### src/rtl/uart_pkg.sv
// rtl/uart_pkg.sv - shared UART constants: FSM encodings and baud timing helpers
package uart_pkg;

   localparam logic [1:0] ST_IDLE  = 2'd0;
   localparam logic [1:0] ST_START = 2'd1;
   localparam logic [1:0] ST_DATA  = 2'd2;
   localparam logic [1:0] ST_STOP  = 2'd3;

   function automatic int symbol_edge_time(input int clock_freq, input int baud_rate);
      return clock_freq / baud_rate;
   endfunction

   function automatic int sample_time(input int clock_freq, input int baud_rate);
      return symbol_edge_time(clock_freq, baud_rate) / 2;
   endfunction

endpackage

### src/rtl/synchronizer.sv
// rtl/synchronizer.sv - two-flop synchronizer with a configurable reset value
module synchronizer #(
   parameter int               WIDTH       = 1,
   parameter logic [WIDTH-1:0] RESET_VALUE = '0
) (
   input  logic             clk,
   input  logic             rst,
   input  logic [WIDTH-1:0] async_signal,
   output logic [WIDTH-1:0] sync_signal
);

   logic [WIDTH-1:0] meta;

   always_ff @(posedge clk or posedge rst) begin
      if (rst) begin
         meta        <= RESET_VALUE;
         sync_signal <= RESET_VALUE;
      end else begin
         meta        <= async_signal;
         sync_signal <= meta;
      end
   end

endmodule

### src/rtl/uart_receiver.sv
// rtl/uart_receiver.sv - 8N1 UART receiver, mid-bit sampling, ready/valid byte output
module uart_receiver
   import uart_pkg::*;
#(
   parameter int CLOCK_FREQ = 125_000_000,
   parameter int BAUD_RATE  = 115_200
) (
   input  logic       clk,
   input  logic       rst,
   input  logic       serial_in,
   output logic [7:0] data_out,
   output logic       data_out_valid,
   input  logic       data_out_ready,
   output logic       framing_error,
   output logic       overrun
);

   localparam int SYMBOL_EDGE_TIME = symbol_edge_time(CLOCK_FREQ, BAUD_RATE);
   localparam int SAMPLE_TIME      = sample_time(CLOCK_FREQ, BAUD_RATE);
   localparam int CNT_W            = (SYMBOL_EDGE_TIME > 1) ? $clog2(SYMBOL_EDGE_TIME) : 1;

   localparam logic [CNT_W-1:0] SAMPLE_LAST = CNT_W'(SAMPLE_TIME - 1);
   localparam logic [CNT_W-1:0] SYMBOL_LAST = CNT_W'(SYMBOL_EDGE_TIME - 1);

   logic             rx;
   logic             rx_prev;
   logic [1:0]       state;
   logic [CNT_W-1:0] cnt;
   logic [2:0]       bit_idx;
   logic [7:0]       shift_reg;

   synchronizer #(
      .WIDTH       (1),
      .RESET_VALUE (1'b1)
   ) rx_sync (
      .clk          (clk),
      .rst          (rst),
      .async_signal (serial_in),
      .sync_signal  (rx)
   );

   always_ff @(posedge clk or posedge rst) begin
      if (rst) begin
         state          <= ST_IDLE;
         cnt            <= '0;
         bit_idx        <= '0;
         shift_reg      <= '0;
         rx_prev        <= 1'b1;
         data_out       <= 8'h00;
         data_out_valid <= 1'b0;
         framing_error  <= 1'b0;
         overrun        <= 1'b0;
      end else begin
         rx_prev       <= rx;
         framing_error <= 1'b0;
         overrun       <= 1'b0;

         if (data_out_valid && data_out_ready)
            data_out_valid <= 1'b0;

         case (state)
            ST_IDLE: begin
               cnt <= '0;
               // Edge-triggered so a held-low line (break) never restarts a frame.
               if (rx_prev && !rx)
                  state <= ST_START;
            end
            ST_START: begin
               cnt <= cnt + 1'b1;
               if (cnt == SAMPLE_LAST) begin
                  if (rx) begin
                     state <= ST_IDLE;
                  end else begin
                     cnt     <= '0;
                     bit_idx <= '0;
                     state   <= ST_DATA;
                  end
               end
            end
            ST_DATA: begin
               cnt <= cnt + 1'b1;
               if (cnt == SYMBOL_LAST) begin
                  shift_reg[bit_idx] <= rx;
                  cnt                <= '0;
                  if (bit_idx == 3'd7)
                     state <= ST_STOP;
                  else
                     bit_idx <= bit_idx + 1'b1;
               end
            end
            ST_STOP: begin
               cnt <= cnt + 1'b1;
               // Leaving at mid-stop-bit leaves half a bit to catch a back-to-back start edge.
               if (cnt == SYMBOL_LAST) begin
                  state <= ST_IDLE;
                  if (!rx) begin
                     framing_error <= 1'b1;
                  end else if (!data_out_valid || data_out_ready) begin
                     data_out       <= shift_reg;
                     data_out_valid <= 1'b1;
                  end else begin
                     overrun <= 1'b1;
                  end
               end
            end
            default: state <= ST_IDLE;
         endcase
      end
   end

endmodule
### config.mk
export PLATFORM = sky130hd
export DESIGN_NAME = uart_receiver
export DESIGN_NICKNAME = d
export VERILOG_FILES = /design/src/rtl/uart_pkg.sv /design/src/rtl/synchronizer.sv /design/src/rtl/uart_receiver.sv
export SDC_FILE = /design/constraint.sdc
export NUM_CORES = 1
export LEC_CHECK = 0
export CAP_MARGIN = 5
export CORE_ASPECT_RATIO = 2
export CORE_MARGIN = 4
export CORE_UTILIZATION = 55
export DETAILED_ROUTE_END_ITERATION = 6
export PLACE_DENSITY = 0.76
export SYNTH_ARGS = -nofsm -noshare
export SYNTH_HDL_FRONTEND = slang
export SYNTH_SLANG_ARGS = --single-unit
### constraint.sdc
create_clock -name clk -period 3.9 [get_ports clk]
set_input_delay 1.17 -clock clk [delete_from_list [all_inputs] [get_ports clk]]
set_output_delay 1.17 -clock clk [all_outputs]
set_load 0.005 [all_outputs]
### Yosys cells after proc, flatten, opt, wreduce, memory -nomap -nowiden

Index checks and enable logic that the tools add are counted.

* word-level logic and storage cells: 71
* register bits: 38

* reductions and logical operators: 12
* multiplexer cells: 31
* add/subtract/negate cells: 2
* order comparisons: 2
* equality and inequality tests: 13

Operators with widths (count)
* case mux 11 bit (4 select lines): 1
* two-way mux 11 bit: 3
* != test 2 bit (second input constant): 7
* two-way mux 1 bit: 13
* two-way mux 2 bit: 6
* two-way mux 3 bit: 4
* adder 11 x 1 -> 11 bit (second input constant): 1
* == test 11 x 10 -> 1 bit (second input constant): 1
* == test 11 bit (second input constant): 1
* AND reduction 5 bit: 2
* bitwise mux 8 bit: 1
* case mux 2 bit (4 select lines): 1
* case mux 3 bit (2 select lines): 1
* == test 2 bit (second input constant): 2
* < comparator 3 x 4 -> 1 bit (second input constant): 1
* AND reduction 4 bit: 1
* adder 3 x 1 -> 3 bit (second input constant): 1
* demux 1 bit (select 3 bit): 1
* == test 3 bit (second input constant): 1
* >= comparator 3 x 1 -> 1 bit (second input constant): 1
* logical AND 1 bit: 3
* == test 2 x 1 -> 1 bit (second input constant): 1
* logical NOT 1 bit: 2
* logical NOT 2 bit: 1
* other kinds (3): 3

### Logic depth before layout (Yosys ltp)

* depth in word-level cells: 6
* depth in mapped cells: 6

### By module

Synthesis repeated with hierarchy kept, for this count alone.

* cell total of the unflattened synthesis: 155
* area total of the unflattened synthesis: 1859.3 um2

Modules (own cells, without submodules)
* uart_receiver: seq. area each 902.1 um2, area an instance 1803.0 um2, instances 1, cells each 152
* synchronizer: seq. area each 52.6 um2, area an instance 56.3 um2, instances 1, cells each 3

### Least setup slack after synthesis

Ideal clock, no wire load.

* path kind: input-to-reg
* from: input port data_out_ready
* to: register data_out[0]
* data required time: 3.775 ns
* path slack: 1.972 ns
* arrival: 1.803 ns
* stages: 3
* cells stage by stage: nand2b_1 > nand3_4 > mux2_2

* cells in the longest elaborated chain, start to end: 2

RTL lines
* start, declared: line uart_receiver.sv:13 `input logic data_out_ready,`
* logical OR 1 bit: line uart_receiver.sv:98 `end else if (!data_out_valid || data_out_ready) begin`
* AND reduction 4 bit (no source line)
* end signal, assigned: line uart_receiver.sv:99 `data_out <= shift_reg;`
* end, declared: line uart_receiver.sv:11 `output logic [7:0] data_out,`

Every way passes these cells.
A chain may end at the register's enable or synchronous reset.

### Worst setup path in the final report

* from: register data_out[6]
* to: output port data_out[6]

No word-level cell between the ends.

==> results_dict.tcl <==
set metrics [dict create \
    synth_area_per_cell_um2 11.50 \
    p_int_w 0.0006129 \
    fin_cells 206 \
    cts_buffers 5 \
    fin_crit_ns 2.323 \
    synth.largest_area_cell "dfrtp_1" \
    totalPowerFinal_w 0.0008441 \
    synthCells 158 \
    drive_above_1_share_pct 21.14 \
    power_density_nw_per_um2 408.1 \
    switching_share_pct 27.39 \
    gr-usage-all-layers_pct 17.12 \
    n_antenna_cell 0 \
    p_leak_nw 0.9592 \
    drv_cap 0 \
    worstSetupEndpointType "output port" \
    placed_area_um2 1973 \
    required_ns 2.73 \
    p_comb_share_pct 12.4 \
    path_max_fanout 2 \
    drc 0 \
    root_buffer "clkbuf_8" \
    rsz0062_at_grt "no" \
    synth.distinct_cells 36 \
    path_delay_family "buffers and inverters" \
    cts_tree "built" \
    fillers 262 \
    worst_hold_path_type "reg2reg" \
    rows 29 \
    cts.sinks 38 \
    status "complete, no violations" \
    synth_common_cells "35 x dfrtp_1, 18 x nor2_1, 17 x mux2_2, 14 x nand2_1, 7 x inv_1" \
    ys_top_cells_by_area "dfrtp_1 48%, mux2_2 11%, dfstp_2 4.3%, nor2_1 3.7%, ha_1 3.4%" \
    max_slew_margin_pct 47.34 \
    ioPinCount 15 \
    grt_pass1_wl_mm 5.796 \
    ant_nets 0 \
    die_h_um 89.28 \
    place_hpwl_mm 2.419 \
    synth-seq-cells 38 \
    async_flop_share_pct 100.0 \
    wl_per_cell_um 15.94 \
    netSwitchingPower_w 0.0002312 \
    critPathArrivalTime_ns 1.15 \
    areaGrowthSynthToFinish_pct 13.84 \
    antenna_found_initial 0 \
    path_cells "clkdlybuf4s50_1" \
    min_delay_path_depth 0 \
    die_w_um 48.64 \
    peakVddDrop_mv 0.3065 \
    h-tree-depth 2 \
    coreArea_um2 3193 \
    clockBufferDepth 2 \
    worstSetupPathType "reg2out" \
    report.final.slew_viol_count 0 \
    ys.flop_type "dfrtp_1" \
    min_from "rx_sync.meta" \
    r2r_cells 6 \
    grt_start_max_net_pins 39 \
    finalWeightedCongestion 0.8349 \
    setup_viol 0 \
    synth_top_cell_area_share_pct 48.21 \
    placed_cells 198 \
    ys_seq_area_share_pct 52.55 \
    synth_edf_count 0 \
    tightest_slew_ns 0.7827 \
    pwr-share-seq_pct 55.1 \
    slowest_delay_ns 0.51 \
    largest_reg_flops 11 \
    first_global_vias 1300 \
    crit_buf_inv 1 \
    port_buffers 14 \
    tns_ns 0 \
    r2r-end "shift_reg[6]" \
    reg2reg_from "cnt[0]" \
    drt_iter0_drc 27 \
    initial_utilization_pct 56.90 \
    p_clk_share_pct 32.5 \
    synth_area_um2 1817 \
    post-route-period-util_pct 59.56 \
    hold_buffers 0 \
    post_cts_resized 0 \
    clkTransAtPathRegs_ns 0.07 \
    slowest_stage "clkdlybuf4s50_1" \
    synth.most_common_cell "dfrtp_1" \
    clock_latency_ns 0.29 \
    grt_overflow_total 0 \
    final_area_um2 2068 \
    final_nets 183 \
    via_per_inst 6.010 \
    syn_nets 167 \
    wl_mm 3.283 \
    max_freq_mhz 430.5 \
    hold_viol_final 0 \
    firstDrtPassIters 4 \
    die-area_um2 4343 \
    finish.utilization_pct 64.77 \
    post-cts-setup-buffers 0 \
    reg2reg_setup_slack_ns 1.68 \
    clock_skew_ns 0.008382 \
    cp-start-kind "flop" \
    dr_total_vias 1238 \
    hold-path-endpoint "rx_sync.sync_signal" \
    yosys_warnings 0 \
]
layer usage:
layer / track usage (%) / part of all wire, % / vias up
met2: 30.83 / 57 / 30
met4: 13.48 / 4.3 / 0
li1: - / - / 590
met1: 17.29 / 35 / 606
met5: 0 / 0 / -
met3: 2.504 / 3.0 / 12
cells in the final DEF, fill, tap and decap left out, drive strengths merged, types with 2 or more instances in the layout:
cell type      instances
and4                   2
o21ai                  2
nand3                  5
nand4b                 2
and3                   2
ha                     5
nor2b                  2
xnor2                  3
mux2                  17
nor4                   6
nor2                  18
dfstp                  3
nand4bb                4
xor2                   6
clkbuf                 6
dfrtp                 35
nand2                 14
nand2b                 2
nand4                  3
clkdlybuf4s50         14
inv                    7
worst max-delay path by stage:
| stage | from | to | slack [ns] | cells after the start |
|---|---|---|---|---|
| after global routing | data_out[2] | data_out[2] | 1.52 | 1 |
| after CTS | data_out[6] | data_out[6] | 1.56 | 1 |
| after floorplan | rst | asynchronous set/reset pin | 1.87 | 1 |
| final | data_out[6] | data_out[6] | 1.58 | 1 |
| after global placement | data_out_ready | data_out[7] | 1.53 | 4 |
| after detailed placement | data_out_ready | data_out[0] | 1.51 | 4 |
metrics by stage:
stage | setup WS, ns | hold slack [ns]
2_1_floorplan | 1.874 | 0.3452
3_3_place_gp | 1.527 | 0.3462
3_5_place_dp | 1.515 | 0.3479
4_1_cts | 1.555 | 0.3578
5_1_grt | 1.518 | 0.3613
6_report | 1.577 | 0.3576
area by class of cell:
type / instances / area, um^2 / share of cell area (%)
well taps: 31 / 38.79 / 1.875
repair buffers: 15 / 147.6 / 7.139
multi-input cells: 107 / 805.8 / 38.96
inverters: 7 / 26.28 / 1.270
clock buffers: 6 / 82.58 / 3.993
clock inverters: 2 / 12.51 / 0.6050
flip-flops and latches: 38 / 954.7 / 46.16
power groups by stage:
stage / combinational, W / clock [W] / sequential [W]
global route: 0.000123 / 0.000301 / 0.000471
detailed placement: 0.000105 / 0 / 0.000472
global placement: 0.0000987 / 0 / 0.000469
CTS: 0.000107 / 0.000285 / 0.000465
finish: 0.000105 / 0.000274 / 0.000465
floorplan: 0.0000958 / 0 / 0.000452
cells by family after synthesis:
logic type      synth area share, %
mux                           10.54
simple gates                  21.76
flops                         52.55
buf+inv                       3.100
fa+ha+maj                     3.444
xor+xnor                      4.339
compound gates                4.270
Note: power is estimated with default switching activity, not from simulation.
